===== config.mk =====
export PLATFORM = sky130hd
export DESIGN_NAME = vga_timing_gen
export DESIGN_NICKNAME = d
export VERILOG_FILES = /design/src/rtl/vga_timing_pkg.sv /design/src/rtl/vga_axis_counter.sv /design/src/rtl/vga_timing_gen.sv
export SDC_FILE = /design/constraint.sdc
export NUM_CORES = 1
export LEC_CHECK = 0
export CAP_MARGIN = 20
export CORE_ASPECT_RATIO = 1.2
export CORE_MARGIN = 2
export CORE_UTILIZATION = 49
export CTS_CLUSTER_SIZE = 30
export DETAILED_ROUTE_END_ITERATION = 7
export GPL_TIMING_DRIVEN = 0
export HOLD_SLACK_MARGIN = 0.1
export PLACE_DENSITY = 0.84
export SLEW_MARGIN = 10
export SYNTH_ARGS = -nofsm -noshare
export SYNTH_HDL_FRONTEND = slang
export SYNTH_SLANG_ARGS = --single-unit

===== constraint.sdc =====
create_clock -name clk25m -period 1.65 [get_ports clk25m]
set_clock_uncertainty 0.05 [all_clocks]
set_input_delay 0.2475 -clock clk25m [delete_from_list [all_inputs] [get_ports clk25m]]
set_output_delay 0.2475 -clock clk25m [all_outputs]
set_load 0.02 [all_outputs]

===== src/rtl/vga_timing_pkg.sv =====
// Shared VGA mode constants and frame-size helpers.
// Each mode is stored as active/front-porch/sync/back-porch counts per axis.
package vga_timing_pkg;

    localparam int VGA640_H_ACTIVE = 640;
    localparam int VGA640_H_FP     = 16;
    localparam int VGA640_H_SYNC   = 96;
    localparam int VGA640_H_BP     = 48;
    localparam int VGA640_V_ACTIVE = 480;
    localparam int VGA640_V_FP     = 10;
    localparam int VGA640_V_SYNC   = 2;
    localparam int VGA640_V_BP     = 33;

    localparam int SVGA800_H_ACTIVE = 800;
    localparam int SVGA800_H_FP     = 40;
    localparam int SVGA800_H_SYNC   = 128;
    localparam int SVGA800_H_BP     = 88;
    localparam int SVGA800_V_ACTIVE = 600;
    localparam int SVGA800_V_FP     = 1;
    localparam int SVGA800_V_SYNC   = 4;
    localparam int SVGA800_V_BP     = 23;

    typedef enum logic [1:0] {
        REG_ACTIVE = 2'd0,
        REG_FP     = 2'd1,
        REG_SYNC   = 2'd2,
        REG_BP     = 2'd3
    } axis_region_e;

    function automatic int h_total(input int active, input int fp, input int sync, input int bp);
        return active + fp + sync + bp;
    endfunction

    function automatic int v_total(input int active, input int fp, input int sync, input int bp);
        return active + fp + sync + bp;
    endfunction

endpackage


===== src/rtl/vga_axis_counter.sv =====
// One timing axis: wrapping position counter plus active/sync region decode.
// Decode outputs describe the current (pre-increment) count.
module vga_axis_counter
    import vga_timing_pkg::*;
#(
    parameter int ACTIVE = 800,
    parameter int FP     = 40,
    parameter int SYNC   = 128,
    parameter int BP     = 88,
    parameter bit POL    = 1'b0,
    parameter int CW     = 11
) (
    input  logic          clk_i,
    input  logic          rst_ni,
    input  logic          tick_i,
    output logic [CW-1:0] cnt_o,
    output logic          active_o,
    output logic          sync_o
);

    localparam int TOTAL = h_total(ACTIVE, FP, SYNC, BP);

    generate
        if (ACTIVE == 0 || FP == 0 || SYNC == 0 || BP == 0 || (2 ** CW) < TOTAL) begin : g_bad_params
            $error("vga_axis_counter: zero timing field or CW too narrow for axis total");
        end
    endgenerate

    localparam logic [CW-1:0] LAST     = CW'(TOTAL - 1);
    localparam logic [CW-1:0] ACT_END  = CW'(ACTIVE);
    localparam logic [CW-1:0] SYNC_BEG = CW'(ACTIVE + FP);
    localparam logic [CW-1:0] SYNC_END = CW'(ACTIVE + FP + SYNC);
    localparam logic [CW-1:0] ONE      = CW'(1);

    logic [CW-1:0] cnt_q;
    logic [CW-1:0] cnt_d;
    axis_region_e  region_s;

    // Position register
    always_ff @(posedge clk_i) begin
        if (!rst_ni) begin
            cnt_q <= '0;
        end else begin
            cnt_q <= cnt_d;
        end
    end

    // Next position: advance on tick, wrap after the last position
    always_comb begin
        cnt_d = cnt_q;
        if (tick_i) begin
            if (cnt_q == LAST) begin
                cnt_d = '0;
            end else begin
                cnt_d = cnt_q + ONE;
            end
        end else begin
            cnt_d = cnt_q;
        end
    end

    // Region classification of the current position
    always_comb begin
        region_s = REG_ACTIVE;
        if (cnt_q < ACT_END) begin
            region_s = REG_ACTIVE;
        end else if (cnt_q < SYNC_BEG) begin
            region_s = REG_FP;
        end else if (cnt_q < SYNC_END) begin
            region_s = REG_SYNC;
        end else begin
            region_s = REG_BP;
        end
    end

    // Region to output levels
    always_comb begin
        active_o = 1'b0;
        sync_o   = ~POL;
        case (region_s)
            REG_ACTIVE: active_o = 1'b1;
            REG_SYNC:   sync_o   = POL;
            REG_FP:     active_o = 1'b0;
            REG_BP:     active_o = 1'b0;
            default: begin
                active_o = 1'b0;
                sync_o   = ~POL;
            end
        endcase
    end

    assign cnt_o = cnt_q;

endmodule


===== src/rtl/vga_timing_gen.sv =====
// VGA timing generator: horizontal and vertical axis counters feeding a
// registered output stage that presents the pre-increment position.
module vga_timing_gen
    import vga_timing_pkg::*;
#(
    parameter int H_ACTIVE = SVGA800_H_ACTIVE,
    parameter int H_FP     = SVGA800_H_FP,
    parameter int H_SYNC   = SVGA800_H_SYNC,
    parameter int H_BP     = SVGA800_H_BP,
    parameter int V_ACTIVE = SVGA800_V_ACTIVE,
    parameter int V_FP     = SVGA800_V_FP,
    parameter int V_SYNC   = SVGA800_V_SYNC,
    parameter int V_BP     = SVGA800_V_BP,
    parameter bit HS_POL   = 1'b0,
    parameter bit VS_POL   = 1'b0,
    parameter int CW       = 11
) (
    input  logic          clk25m,
    input  logic          rst_n,
    input  logic          en,
    output logic          hsync,
    output logic          vsync,
    output logic          de,
    output logic [CW-1:0] pix_x,
    output logic [CW-1:0] pix_y,
    output logic          line_start,
    output logic          frame_start,
    output logic          vblank
);

    localparam int            H_TOTAL = h_total(H_ACTIVE, H_FP, H_SYNC, H_BP);
    localparam logic [CW-1:0] H_LAST  = CW'(H_TOTAL - 1);

    logic [CW-1:0] h_cnt_s;
    logic [CW-1:0] v_cnt_s;
    logic          h_active_s, v_active_s;
    logic          h_sync_s, v_sync_s;
    logic          v_tick_s;

    // The vertical axis steps only on the tick that wraps the horizontal one
    assign v_tick_s = en & (h_cnt_s == H_LAST);

    vga_axis_counter #(
        .ACTIVE(H_ACTIVE), .FP(H_FP), .SYNC(H_SYNC), .BP(H_BP), .POL(HS_POL), .CW(CW)
    ) u_h_axis (
        .clk_i   (clk25m),
        .rst_ni  (rst_n),
        .tick_i  (en),
        .cnt_o   (h_cnt_s),
        .active_o(h_active_s),
        .sync_o  (h_sync_s)
    );

    vga_axis_counter #(
        .ACTIVE(V_ACTIVE), .FP(V_FP), .SYNC(V_SYNC), .BP(V_BP), .POL(VS_POL), .CW(CW)
    ) u_v_axis (
        .clk_i   (clk25m),
        .rst_ni  (rst_n),
        .tick_i  (v_tick_s),
        .cnt_o   (v_cnt_s),
        .active_o(v_active_s),
        .sync_o  (v_sync_s)
    );

    logic          hsync_q, hsync_d;
    logic          vsync_q, vsync_d;
    logic          de_q, de_d;
    logic [CW-1:0] pix_x_q, pix_x_d;
    logic [CW-1:0] pix_y_q, pix_y_d;
    logic          line_start_q, line_start_d;
    logic          frame_start_q, frame_start_d;
    logic          vblank_q, vblank_d;

    // Output stage next-state: capture current position on a tick; pulses drop otherwise
    always_comb begin
        hsync_d       = hsync_q;
        vsync_d       = vsync_q;
        de_d          = de_q;
        pix_x_d       = pix_x_q;
        pix_y_d       = pix_y_q;
        line_start_d  = 1'b0;
        frame_start_d = 1'b0;
        vblank_d      = vblank_q;
        if (en) begin
            hsync_d       = h_sync_s;
            vsync_d       = v_sync_s;
            de_d          = h_active_s & v_active_s;
            pix_x_d       = h_cnt_s;
            pix_y_d       = v_cnt_s;
            line_start_d  = (h_cnt_s == '0);
            frame_start_d = (h_cnt_s == '0) && (v_cnt_s == '0);
            vblank_d      = ~v_active_s;
        end else begin
            line_start_d  = 1'b0;
            frame_start_d = 1'b0;
        end
    end

    // Output registers
    always_ff @(posedge clk25m) begin
        if (!rst_n) begin
            hsync_q       <= ~HS_POL;
            vsync_q       <= ~VS_POL;
            de_q          <= 1'b0;
            pix_x_q       <= '0;
            pix_y_q       <= '0;
            line_start_q  <= 1'b0;
            frame_start_q <= 1'b0;
            vblank_q      <= 1'b0;
        end else begin
            hsync_q       <= hsync_d;
            vsync_q       <= vsync_d;
            de_q          <= de_d;
            pix_x_q       <= pix_x_d;
            pix_y_q       <= pix_y_d;
            line_start_q  <= line_start_d;
            frame_start_q <= frame_start_d;
            vblank_q      <= vblank_d;
        end
    end

    assign hsync       = hsync_q;
    assign vsync       = vsync_q;
    assign de          = de_q;
    assign pix_x       = pix_x_q;
    assign pix_y       = pix_y_q;
    assign line_start  = line_start_q;
    assign frame_start = frame_start_q;
    assign vblank      = vblank_q;

endmodule


**Word-level counts from Yosys, hierarchy flattened**

Cells that the tools add are included.

- Reduce and logical (&&, ||, !) cells: 6
- Eq/ne operators: 4
- Mux-type cells: 12
- Order comparisons: 6
- Bitwise operators: 3
- $add $sub $neg: 2

Operators by type and width:

| kind | number |
|---|---|
| less-than comparator 11 x 10 -> 1 bit, second input constant | 6 |
| adder 11 x 1 -> 11 bit, second input constant | 2 |
| zero test 11 bit | 2 |
| 2-to-1 mux 11 bit | 2 |
| == test 11 x 10 -> 1 bit, second input constant | 1 |
| == test 11 bit, second input constant | 1 |
| 2-to-1 mux 2 bit | 4 |
| 2-to-1 mux 1 bit | 6 |
| == test 2 bit, second input constant | 2 |
| zero test 2 bit | 2 |
| bitwise AND 1 bit | 2 |
| AND reduction 2 bit | 1 |
| logical AND 1 bit | 1 |
| NOT 1 bit | 1 |

- Logic and storage cells: 43
- Bits of input ports: 3
- Output and inout bits: 28
- Bits in registers: 50

**Depth between registers and ports, before layout**

- Depth after elaboration: 7
- Mapped depth: 6
- Gate-level depth less buffers: 6

**Cells and area by module**

From an unflattened synthesis, not the netlist that was laid out.

- Cells, all modules: 225
- Area total of the unflattened synthesis: 2238.4 sq um

By module, submodules not included:

| module | times used | cells each | sequential area each (sq um) | area an instance (sq um) |
|---|---|---|---|---|
| vga_timing_gen | 1 | 99 | 560.5 | 1106.1 |
| vga_axis_counter at u_h_axis | 1 | 63 | 220.2 | 598.1 |
| vga_axis_counter at u_v_axis | 1 | 63 | 220.2 | 534.3 |

**Worst setup path after synthesis**

OpenSTA, ideal clock, no wires.

- Kind: reg-to-reg
- Start: register u_h_axis.cnt_q[0], in the netlist u_h_axis.cnt_o[0]
- End: register u_v_axis.cnt_q[8], in the netlist u_v_axis.cnt_o[8]
- Stages on the path, launching flop included: 6
- Required time: 1.533 ns
- Clock period less this slack: 1.783 ns
- Setup time: 0.067 ns
- Data arrival time: 1.666 ns
- Slack: -0.133 ns
- Path buffers: 0
- Path through: dfxtp_1 ha_1 and4b_1 and4_1 or3b_1 a21oi_2

- Longest elaborated chain between the ends: 2

Ends and longest elaborated chain:

| item | line | text |
|---|---|---|
| start: declaration | vga_axis_counter.sv:35 | `logic [CW-1:0] cnt_q;` |
| start signal: assignment | vga_axis_counter.sv:44 | `cnt_q <= cnt_d;` |
| == test 11 bit | vga_timing_gen.sv:41 | `assign v_tick_s = en & (h_cnt_s == H_LAST);` |
| bitwise AND 1 bit | vga_timing_gen.sv:41 |  |
| end signal: assignment | vga_axis_counter.sv:44 |  |
| end: declaration | vga_axis_counter.sv:35 |  |

Every way passes these cells.
A chain may end at the register's enable or synchronous reset.

**Worst setup path after layout**

- Start: register u_h_axis.cnt_q[1], in the netlist u_h_axis.cnt_o[1]
- End: register u_v_axis.cnt_q[7], in the netlist u_v_axis.cnt_o[7]

The elaborated chain is that of the path after synthesis.

==> run summary <==
Wires add up to 5580 um. Yosys mapped a number of flops with a built-in enable equal to 0. The most common cell in the synthesized netlist is dfxtp_1. Combinational family with the most area after synthesis: simple AND/OR/NAND/NOR gates.

The effective utilization at floorplan came out at 51.0%. The fraction of registers with async set/reset was 0%; the total overflow reported by the global router was 0. The final reports fail on setup timing. The completed layout was analyzed and its total power is 2.08 mW. The number of buffers added on ports works out to 29.

Setup repair after global routing could not meet its margin everywhere. The logs give 0.00463 mm^2 for the core area and 55.0% for the worst-case headroom to the max-slew limit. Hold repair after CTS inserted 0 buffers. Of the total synthesized cell area, the portion taken by full adders, half adders and majority gates is 2.12%.

The fraction of synthesized cell area taken by the top area cell type was 42.4%. In this run the deepest clock path goes through 2 buffers. In the synthesized netlist, mux cells make up 8.91% of the area. The proportion of synthesized chip area in sequential cells is 42.4%. Following the worst setup path forward leads to its endpoint at u_v_axis.cnt_o[7]$_SDFFE_PN0P_.

The congestion estimate from routability-driven global placement came to 0.887. The logs give 0 for the hold violation count in the final report and 0 for the final antenna-violating net count. For this run, the post-layout net count is 309. The first global-routing pass estimated 9110 um of wire. The worst-case IR drop observed on VDD is 0.000663 V. The tools report the data arrival time at the worst-slack endpoint as 1.85 ns.

CTS placed an instance of clkbuf_8 at the clock tree root. The worst hold path belongs to the class primary input to flip-flop. Among all flip-flop cells after synthesis, the most frequent one is dfxtp_1.

The largest net degree at the start of global routing came out at 15. The global-route track usage on met1 came out at 30.3%. The first TritonRoute pass finished after 6 iterations. Summing the areas of all xor and xnor instances in the mapped netlist gives 4.45% of the synthesized area. The endpoint kind of the worst setup timing path is a flip-flop. TritonCTS built the clock tree.

STA classifies the critical path startpoint as a flip-flop. The die covers 0.00539 mm^2. The critical path class is flip-flop to flip-flop. In this run the worst setup path begins at u_h_axis.cnt_o[1]$_SDFFE_PN0P_. Summed over all cells, the static leakage comes to 1.06 nW. The share of post-route cells with drive strength above 1 was 17.8%; the power density over the cells was 700 mW/mm^2. The worst register-to-register path ends at u_v_axis.cnt_o[7]$_SDFFE_PN0P_. The synthesized netlist devotes 9.01% of its cell area to compound gates. The final setup violation count was 2; the number of buffers created by CTS was 5. Data on the critical path is required at its endpoint by 1.81 ns.

The count of routing violations after the opening detailed-route iteration was 122; the top-level port count was 31. The run gives 0.30 ns as the later-pin clock latency in the skew report. Max-cap violations in this run came to 0. Counting instances in the post-synthesis netlist gives the leading cell types as dfxtp_1, nor2b_1, mux2i_1, nor2_1. The worst-margin pin slew is 0.675 ns.

The tools report the warning count from the yosys run as 0. The area growth from synthesis to layout was 26.0%. The average via count per standard cell is 5.74, and the overall track demand over capacity in global routing is 21.8%.

The initial antenna violation count was 0; the worst slack after detailed placement was -0.437 ns. Along the worst path, the maximum fanout reaches 7. The tools report the number of global-route vias before repair as 1899.

The tools report the number of antenna cells inserted as 0. The worst register-to-register path has a setup slack of -0.04 ns. The run gives -0.0430 ns as the final worst slack. Of the total synthesized cell area, the portion taken by AND, OR, NAND and NOR gates is 28.3%. The number of placement rows was 27. For the finished layout, the period the worst path requires is 1.69 ns. When the netlist entered floorplanning its net count stood at 267.

After clock tree synthesis, the clock-pin slew on the worst setup and hold paths is 0.09 ns. For the clock sink count, the log shows 50. In the post-synthesis netlist, the biggest area contributors are dfxtp_1, mux2i_1, nor2b_1, nand4_1, xnor2_1. The unique cell type count in the Yosys netlist was 49; the total number of H-tree levels was 2. Synthesis handed over a netlist of 260 instances. The number of flip-flops and latches in the synthesized netlist is 50, and the final routed DRC violation total is 0. In the final routed layout, each cell accounts on average for 15.5 um. The met2 track demand over resource in global routing is 34.1%. The mean cell area of the mapped netlist came out at 9.08 um^2. The layer with the highest usage after global routing is met2. The mapped netlist covers 0.00236 mm^2. The routed layout has 2071 vias. Based on the critical path, the design can be clocked at up to 0.591 GHz. The flow ran to the end, but the final reports show violations. For the worst flop-to-flop path, the logic depth is 5. The number of pins exceeding their max-slew limit in the final report was 0; the placed wire-length estimate was 3560 um.

The origin of the critical flop-to-flop path is u_h_axis.cnt_o[1]$_SDFFE_PN0P_. Measured along the x axis, the die boundary spans 67.4 um. From bottom edge to top edge, the die measures 80.0 um. The cell accounting for the most synthesized area was dfxtp_1.

The met3 usage in global routing is 3.95%, and the final critical-path share of the clock period is 103%.
==> worst min-delay path by stage <==
stage,start,endpoint,slack (ns),cells after the start
6_report,en,pix_y[2]$_SDFFE_PN0P_,0.37,3
5_1_grt,en,pix_y[2]$_SDFFE_PN0P_,0.38,3
4_1_cts,en,pix_y[2]$_SDFFE_PN0P_,0.36,3
3_5_place_dp,de$_SDFFE_PN0P_,de$_SDFFE_PN0P_,0.42,2
3_3_place_gp,de$_SDFFE_PN0P_,de$_SDFFE_PN0P_,0.42,2
2_1_floorplan,u_h_axis.cnt_o[0]$_SDFFE_PN0P_,u_h_axis.cnt_o[0]$_SDFFE_PN0P_,0.44,2
==> worst max-delay path, stage by stage, from the launching register on <==
cell,delay [ns]
dfxtp_4,0.37
ha_4,0.14
and4b_2,0.32
and3_2,0.33
a31oi_1,0.12
a211oi_1,0.27
==> flip-flops by register name (all words and copies together) (netlist names) <==
signal	flops
pix_x	11
u_v_axis.cnt_o	11
vsync	1
pix_y	11
u_h_axis.cnt_o	11
de	1
hsync	1
vblank	1
line_start	1
frame_start	1
==> stage by stage <==
stage	cells	cell area (um^2)	hold WS (ns)	setup TNS [ns]	util [%]
final	361	2970	0.366	-0.0792	64.2
after global routing	361	2970	0.379	-0.187	64.2
after global placement	347	2730	0.419	-4.80	59.0
after detailed placement	347	2730	0.425	-5.42	59.0
after CTS	356	2900	0.365	-0.149	62.7
after floorplan	260	2370	0.439	-0.103	-
==> report_power, final <==
part	total (mW)	leakage, nW	internal [mW]	switching (mW)
Sequential	1.22	0.411	1.21	0.00733
Clock	0.729	0.0482	0.339	0.390
Combinational	0.136	0.605	0.0594	0.0763
Total	2.08	1.06	1.61	0.474
==> what timing repair did <==
item / in CTS / in global routing
pin swaps: 5 / 7
hold endpoints to repair: 0 / 0
setup endpoints to repair: 20 / 18
resized for setup: 20 / 8
setup buffers: 10 / 7
==> layout make-up <==
| type | count | area, um^2 |
|---|---|---|
| inverter | 7 | 26.3 |
| clock inverter | 1 | 5.00 |
| buffer | 8 | 32.5 |
| multi-input combinational | 184 | 1300 |
| tap | 58 | 72.6 |
| timing repair buffer | 46 | 418 |
| fill | 350 | 1660 |
| clock buffer | 7 | 86.3 |
| sequential | 50 | 1030 |
==> cells in the final DEF, fill, tap and decap left out, drive strengths merged, types with 11 or more instances in the layout <==
cell type      count
nor2b             22
nand4             15
clkdlybuf4s50     29
nor3              12
nand2             15
nor2              16
clkbuf            11
buf               21
mux2i             21
dfxtp             50
==> per-layer routing <==
metal	share of wire [%]	vias to the layer above
li1	-	988
met1	45	987
met2	47	87
met3	6.7	9
met4	0.93	0
met5	0	-
==> kinds of logic after synthesis <==
| group | Yosys count |
|---|---|
| XOR/XNOR | 12 |
| adder cells (fa/ha/maj) | 4 |
| AO/OA/AOI/OAI | 32 |
| flip-flops | 50 |
| multiplexers | 21 |
| buffers and inverters | 26 |
| AND/OR/NAND/NOR | 115 |
(Power assumes the default switching activity.)
